===== src/rtl/pet2001_prg_loader_pkg.sv =====
// Shared types and constants for the PET 2001 PRG loader.
package pet2001_prg_loader_pkg;

  localparam logic [15:0] DEF_MAX_ADDR = 16'h7FFF;
  localparam logic [7:0]  DEF_PTR_BASE = 8'h2A;

  // BASIC end pointers rewritten after a load: VARTAB, ARYTAB, STREND
  localparam int unsigned FIX_PTRS   = 3;
  localparam int unsigned FIX_WRITES = 2 * FIX_PTRS;
  localparam int unsigned FIX_IDX_W  = 3;

  typedef enum logic [3:0] {
    IDLE,
    HALT,
    GRANT,
    ADDR_LO,
    ADDR_HI,
    DATA,
    WRITE,
    FIXUP,
    RELEASE
  } state_e;

endpackage


===== src/rtl/pet2001_bus_handover.sv =====
// CPU halt / RAM bus grant sequencing, stepped on ce_1m by the loader state.
module pet2001_bus_handover
  import pet2001_prg_loader_pkg::*;
(
  input  logic   clk,
  input  logic   reset,
  input  logic   ce_1m_i,
  input  state_e state_i,
  output logic   rdy_o,
  output logic   bus_sel_o
);

  logic rdy_q, rdy_d;
  logic bus_sel_q, bus_sel_d;

  // rdy drops before bus_sel rises; bus_sel drops before rdy returns
  always_comb begin
    rdy_d     = rdy_q;
    bus_sel_d = bus_sel_q;
    if (ce_1m_i) begin
      case (state_i)
        HALT:    rdy_d = 1'b0;
        GRANT:   bus_sel_d = 1'b1;
        RELEASE: begin
          if (bus_sel_q) bus_sel_d = 1'b0;
          else           rdy_d     = 1'b1;
        end
        default: ;
      endcase
    end
  end

  // handover registers
  always_ff @(posedge clk) begin
    if (reset) begin
      rdy_q     <= 1'b1;
      bus_sel_q <= 1'b0;
    end else begin
      rdy_q     <= rdy_d;
      bus_sel_q <= bus_sel_d;
    end
  end

  assign rdy_o     = rdy_q;
  assign bus_sel_o = bus_sel_q;

endmodule


===== src/rtl/pet2001_prg_loader.sv =====
// PRG stream loader: halts the CPU, takes the RAM bus, writes the PRG body
// at its embedded load address and hands the bus back.
// Optional macro PRG_PTR_FIXUP_EN: rewrite the BASIC end pointers after load.
module pet2001_prg_loader
  import pet2001_prg_loader_pkg::*;
#(
  parameter logic [15:0] MAX_ADDR = DEF_MAX_ADDR,
  parameter logic [7:0]  PTR_BASE = DEF_PTR_BASE
) (
  input  logic        clk,
  input  logic        reset,
  input  logic        ce_1m,
  input  logic        dl_start,
  input  logic        dl_valid,
  input  logic [7:0]  dl_data,
  output logic        dl_ready,
  input  logic        dl_end,
  output logic        rdy,
  output logic        bus_sel,
  output logic [15:0] ram_addr,
  output logic [7:0]  ram_wdata,
  output logic        ram_we,
  output logic        busy,
  output logic        err
);

`ifdef PRG_PTR_FIXUP_EN
  localparam state_e POST_DATA = FIXUP;
`else
  localparam state_e POST_DATA = RELEASE;
`endif

  state_e      state_q, state_d;
  logic [15:0] ptr_q, ptr_d;
  logic [15:0] ram_addr_q, ram_addr_d;
  logic [7:0]  ram_wdata_q, ram_wdata_d;
  logic        ram_we_q, ram_we_d;
  logic        dl_ready_q, dl_ready_d;
  logic        busy_q, busy_d;
  logic        err_q, err_d;
  logic        end_q, end_d;
`ifdef PRG_PTR_FIXUP_EN
  logic [15:0]          end_addr_q, end_addr_d;
  logic [FIX_IDX_W-1:0] fix_idx_q, fix_idx_d;
`else
  logic unused_cfg;
  assign unused_cfg = ^{PTR_BASE, FIX_IDX_W'(FIX_WRITES)};
`endif

  logic accept_c, end_seen_c, in_range_c;

  assign accept_c   = dl_valid & dl_ready_q;
  assign end_seen_c = dl_end | end_q;
  assign in_range_c = (ptr_q <= MAX_ADDR);

  // stream parsing, address counter and write strobes
  always_comb begin
    state_d     = state_q;
    ptr_d       = ptr_q;
    ram_addr_d  = ram_addr_q;
    ram_wdata_d = ram_wdata_q;
    ram_we_d    = 1'b0;
    busy_d      = busy_q;
    err_d       = err_q;
    end_d       = end_q;
`ifdef PRG_PTR_FIXUP_EN
    end_addr_d  = end_addr_q;
    fix_idx_d   = fix_idx_q;
`endif
    case (state_q)
      IDLE: begin
        if (dl_start) begin
          state_d = HALT;
          busy_d  = 1'b1;
          err_d   = 1'b0;
          end_d   = 1'b0;
        end
      end
      HALT: begin
        if (dl_end) end_d = 1'b1;
        if (ce_1m) state_d = GRANT;
      end
      GRANT: begin
        if (dl_end) end_d = 1'b1;
        if (ce_1m) state_d = ADDR_LO;
      end
      ADDR_LO: begin
        if (end_seen_c) begin
          err_d   = 1'b1;
          state_d = RELEASE;
        end else if (accept_c) begin
          ptr_d   = {ptr_q[15:8], dl_data};
          state_d = ADDR_HI;
        end
      end
      ADDR_HI: begin
        if (end_seen_c) begin
          err_d   = 1'b1;
          state_d = RELEASE;
        end else if (accept_c) begin
          ptr_d   = {dl_data, ptr_q[7:0]};
`ifdef PRG_PTR_FIXUP_EN
          end_addr_d = {dl_data, ptr_q[7:0]};
`endif
          state_d = DATA;
        end
      end
      DATA: begin
        if (accept_c) begin
          ram_wdata_d = dl_data;
          end_d       = dl_end;
          state_d     = WRITE;
        end else if (dl_end) begin
          state_d = POST_DATA;
        end
      end
      WRITE: begin
        if (dl_end) end_d = 1'b1;
        if (ce_1m) begin
          if (in_range_c) begin
            ram_we_d   = 1'b1;
            ram_addr_d = ptr_q;
`ifdef PRG_PTR_FIXUP_EN
            end_addr_d = ptr_q + 16'd1;
`endif
          end else begin
            err_d = 1'b1;
          end
          if (ptr_q != 16'hFFFF) ptr_d = ptr_q + 16'd1;
          state_d = end_seen_c ? POST_DATA : DATA;
        end
      end
      FIXUP: begin
`ifdef PRG_PTR_FIXUP_EN
        if (ce_1m) begin
          ram_we_d    = 1'b1;
          ram_addr_d  = 16'(PTR_BASE) + 16'(fix_idx_q);
          ram_wdata_d = fix_idx_q[0] ? end_addr_q[15:8] : end_addr_q[7:0];
          if (fix_idx_q == FIX_IDX_W'(FIX_WRITES - 1)) state_d = RELEASE;
          else fix_idx_d = fix_idx_q + FIX_IDX_W'(1);
        end
`else
        state_d = RELEASE;
`endif
      end
      RELEASE: begin
        if (ce_1m && !bus_sel) begin
          busy_d  = 1'b0;
          state_d = IDLE;
        end
      end
      default: state_d = IDLE;
    endcase
`ifdef PRG_PTR_FIXUP_EN
    if (state_q != FIXUP) fix_idx_d = '0;
`endif
    dl_ready_d = (state_d == ADDR_LO) || (state_d == ADDR_HI) || (state_d == DATA);
  end

  // loader registers
  always_ff @(posedge clk) begin
    if (reset) begin
      state_q     <= IDLE;
      ptr_q       <= '0;
      ram_addr_q  <= '0;
      ram_wdata_q <= '0;
      ram_we_q    <= 1'b0;
      dl_ready_q  <= 1'b0;
      busy_q      <= 1'b0;
      err_q       <= 1'b0;
      end_q       <= 1'b0;
`ifdef PRG_PTR_FIXUP_EN
      end_addr_q  <= '0;
      fix_idx_q   <= '0;
`endif
    end else begin
      state_q     <= state_d;
      ptr_q       <= ptr_d;
      ram_addr_q  <= ram_addr_d;
      ram_wdata_q <= ram_wdata_d;
      ram_we_q    <= ram_we_d;
      dl_ready_q  <= dl_ready_d;
      busy_q      <= busy_d;
      err_q       <= err_d;
      end_q       <= end_d;
`ifdef PRG_PTR_FIXUP_EN
      end_addr_q  <= end_addr_d;
      fix_idx_q   <= fix_idx_d;
`endif
    end
  end

  pet2001_bus_handover u_handover (
    .clk       (clk),
    .reset     (reset),
    .ce_1m_i   (ce_1m),
    .state_i   (state_q),
    .rdy_o     (rdy),
    .bus_sel_o (bus_sel)
  );

  assign dl_ready  = dl_ready_q;
  assign ram_addr  = ram_addr_q;
  assign ram_wdata = ram_wdata_q;
  assign ram_we    = ram_we_q;
  assign busy      = busy_q;
  assign err       = err_q;

endmodule

===== config.mk =====
export PLATFORM = sky130hd
export DESIGN_NAME = pet2001_prg_loader
export DESIGN_NICKNAME = d
export VERILOG_FILES = /design/src/rtl/pet2001_prg_loader_pkg.sv /design/src/rtl/pet2001_bus_handover.sv /design/src/rtl/pet2001_prg_loader.sv
export SDC_FILE = /design/constraint.sdc
export NUM_CORES = 1
export LEC_CHECK = 0
export BUFFER_PORTS_ARGS = -buffer_cell sky130_fd_sc_hd__buf_2
export CAP_MARGIN = 15
export CORE_MARGIN = 5
export CORE_UTILIZATION = 45
export CTS_BUF_LIST = sky130_fd_sc_hd__clkbuf_8
export CTS_CLUSTER_DIAMETER = 80
export DETAILED_ROUTE_END_ITERATION = 16
export PLACE_DENSITY = 0.66
export SYNTH_ARGS = -nofsm -noshare
export SYNTH_HDL_FRONTEND = slang
export SYNTH_SLANG_ARGS = --single-unit

===== constraint.sdc =====
create_clock -name clk -period 1.9 [get_ports clk]
set_input_delay 0.285 -clock clk [delete_from_list [all_inputs] [get_ports clk]]
set_output_delay 0.285 -clock clk [all_outputs]
set_load 0.01 [all_outputs]

==> flow_summary.yaml <==
critical_path:
  arrival_ps: 2020
  critical_path_depth: 6
  r2r_end: "ptr_q[14]$_SDFFE_PP0P_"
  critPathKind: "reg -> reg"
  crit_fanout: 5
  crit_path_end: "ptr_q[14]$_SDFFE_PP0P_"
  crit_path_start: "ptr_q[1]$_SDFFE_PP0P_"
  worstSetupEndpointType: "flop"
  critPathBufInv: 0
  cp_slowest_cell: "dfxtp_1"
  rr_worst_depth: 6
  r2r_slack_ps: 100
  timing.rr.start: "ptr_q[1]$_SDFFE_PP0P_"
  start_kind: "flop"
  crit_family: "compound AO/OA/AOI/OAI gates"
  cp.required_ps: 2120
  cp_cell_sequence: "ha_1 > nand4_2 > nor2_1 > nand3_1 > o32a_1 > o32ai_1"
  slowest_delay_ps: 410
power_and_ir_drop:
  swShare_pct: 25.7
  ir_worst_vdd_v: 0.000268
  pwr-share-clk_pct: 32.2
  switchingPower_mw: 0.489
  power_leakage_nw: 1.53
  p_per_area_nw_per_um2: 585
  p_int_mw: 1.42
  power_frac_comb_pct: 9.9
  power.share.sequential_pct: 57.9
synthesis:
  ys.flop_type: "dfxtp_1"
  synthesis.nets: 330
  ys_ff_latch: 51
  ys_types: 59
  synth_cells: 315
  synth_area_um2: 2730
  ys_warn_count: 0
  syn_avg_cell_area_um2: 8.66
  synth_edf_count: 0
  yosysSeqAreaShare_pct: 37.4
  async_reset_ff_share_pct: 0
clock_network:
  tritoncts: "yes"
  ctsHoldBuffers: 0
  cts_buffers: 5
  h-tree-depth: 2
  clkSinkCount: 51
  clkLatencyLatePin_ps: 300
  cts_root_buffer: "clkbuf_8"
  cts_setup_buffers: 0
  path_clk_slew_ps: 90
  cts_buffer_depth: 2
die:
  start_util_pct: 46.0
  core_um2: 5920
  ioPinCount: 44
  die_area_um2: 7710
  die_h_um: 87.8
  num_rows: 28
  die_w_um: 87.8
place:
  port_buffers: 43
  place_hpwl_mm: 5.12
  post-place-ws_ps: 56.0
  place.gp.congestion: 0.893
job:
  maxCapViolCount: 0
outcome:
  status: "finished, final reports clean"
route:
  viasPerCell: 5.62
  antenna_left: 0
  drt_pass1_iterations: 5
  wirelength_mm: 6.90
  dr.first_iter.drc_count: 155
  num_vias: 2528
  drc: 0
  wire_per_inst_um: 15.3
sta:
  rsz0062_at_grt: "false"
  hold_viol_final: 0
  setup_ws_ps: 98.4
  fin_crit_ps: 1800
  worst_slew_pin_slew_ps: 407
  finalSetupViolCount: 0
  slew_headroom_pct: 72.6
  tns_ps: 0
  finClkSkew_ps: 7.17
  drv_slew: 0
  post-route-period-util_pct: 94.8
  max_freq_mhz: 555
layout:
  final_common_cell: "nor2_1"
  drive_gt1_share_pct: 27.2
  layout_common_cells: "nor2_1, dfxtp_1, buf_2"
  layout.nets: 389
  antenna_cells: 0
  syn_to_final_growth_pct: 19.5
hold_path:
  hp-class: "in -> reg"
grt:
  grt_pass1_vias: 2391
  antenna_found_initial: 0
  grt.overflow.total: 0
  grt_pass1_wl_mm: 11.6
  grtUsageTotal_pct: 18.9
  grt_max_degree: 18
==> final cells by class <==
type                    count  area, um^2
fillers                   561        2660
multi-input cells         232        1550
repair buffers             76         475
flip-flops and latches     51        1020
inverters                   8        30.0
well taps                  75        93.8
clock inverters             3        16.3
clock buffers               5        68.8
==> cells by family (layout without fill, tap and decap cells) <==
kind of cell	after synthesis	count (layout)	synth area share, %
buffers and inverters	32	92	5.74
DFF	51	51	37.4
xor gates and xnor gates	6	6	1.93
adders and majority gates	1	1	0.459
and+or+nand+nor	131	131	27.2
AOI/OAI and AO/OA	72	72	19.1
muxes	22	22	8.08
==> state kept, by name, indices dropped and copies added, names as in the netlist, 4 cells and up <==
register	cells
state_q	4
ram_wdata	8
ptr_q	16
ram_addr	16
==> per-stage QoR <==
step                utilization [%]  cell area [um^2]  hold WS [ps]  total power [mW]  cells
floorplan                         -              2730           429              1.24    315
global placement               53.5              3170           445              1.31    442
detailed placement             53.5              3170           450              1.31    442
CTS                            55.0              3250           256              1.93    450
global route                   55.0              3260           286              2.01    450
finish                         55.0              3260           267              1.91    450
==> routing by layer <==
layer  GRT usage [%]  routed length, um  share of wire (%)  up-vias
met3            3.20                353                5.1       12
met1            26.3               3230                 47     1180
met5               0                  0                  0        -
met2            29.6               3230                 47       81
met4            6.28                 90                1.3        0
li1                -                  -                  -     1255
==> worst register-to-register path, stage by stage, from the launching register on <==
cell	delay, ps
dfxtp_1	410
ha_1	250
nand4_2	180
nor2_1	200
nand3_1	130
o32a_1	350
o32ai_1	210
==> cells in the mapped netlist, types with 3 or more instances <==
cell	count	area, um^2
a21oi_1	20	100
buf_2	11	55.1
buf_4	4	30.0
a211oi_1	7	52.6
o211a_1	3	30.0
nor2b_1	5	31.3
o21ai_0	6	30.0
or3_1	3	18.8
nand3_1	8	40.0
inv_1	8	30.0
o32ai_1	3	26.3
a22oi_1	5	37.5
and3b_1	4	35.0
o21ai_1	4	20.0
a21o_1	4	30.0
dfxtp_1	51	1020
xnor2_1	4	35.0
o211ai_1	3	22.5
mux2i_1	22	220
a31oi_1	3	18.8
nor3_1	10	50.1
nor4_1	4	25.0
nand2_1	15	56.3
nor2_1	50	188
nand2b_1	4	25.0
clkbuf_1	8	30.0
nand4_1	5	31.3
==> power by group through the flow <==
| stage | Combinational [mW] | Sequential, mW | Clock [mW] |
|---|---|---|---|
| after floorplan | 0.120 | 1.12 | 0 |
| after global placement | 0.186 | 1.13 | 0 |
| after detailed placement | 0.187 | 1.13 | 0 |
| after CTS | 0.188 | 1.10 | 0.639 |
| after global routing | 0.210 | 1.11 | 0.695 |
| final | 0.189 | 1.10 | 0.613 |
==> timing repair <==
item                                    CTS  global route
gates resized for setup                   0             2
endpoints found under the setup margin    0            17
hold endpoints to repair                  0             0
==> worst min-delay path by stage <==
stage	from	end	depth (start not counted)
finish	dl_data[3]	ram_wdata[3]$_SDFFE_PP0P_	3
CTS	dl_data[3]	ram_wdata[3]$_SDFFE_PP0P_	3
detailed placement	err$_SDFFE_PP0P_	err$_SDFFE_PP0P_	1
global placement	err$_SDFFE_PP0P_	err$_SDFFE_PP0P_	1
floorplan	dl_data[0]	ram_wdata[0]$_SDFFE_PP0P_	2
global route	dl_data[2]	ram_wdata[2]$_SDFFE_PP0P_	3
Power figures use the tool's default switching activity.
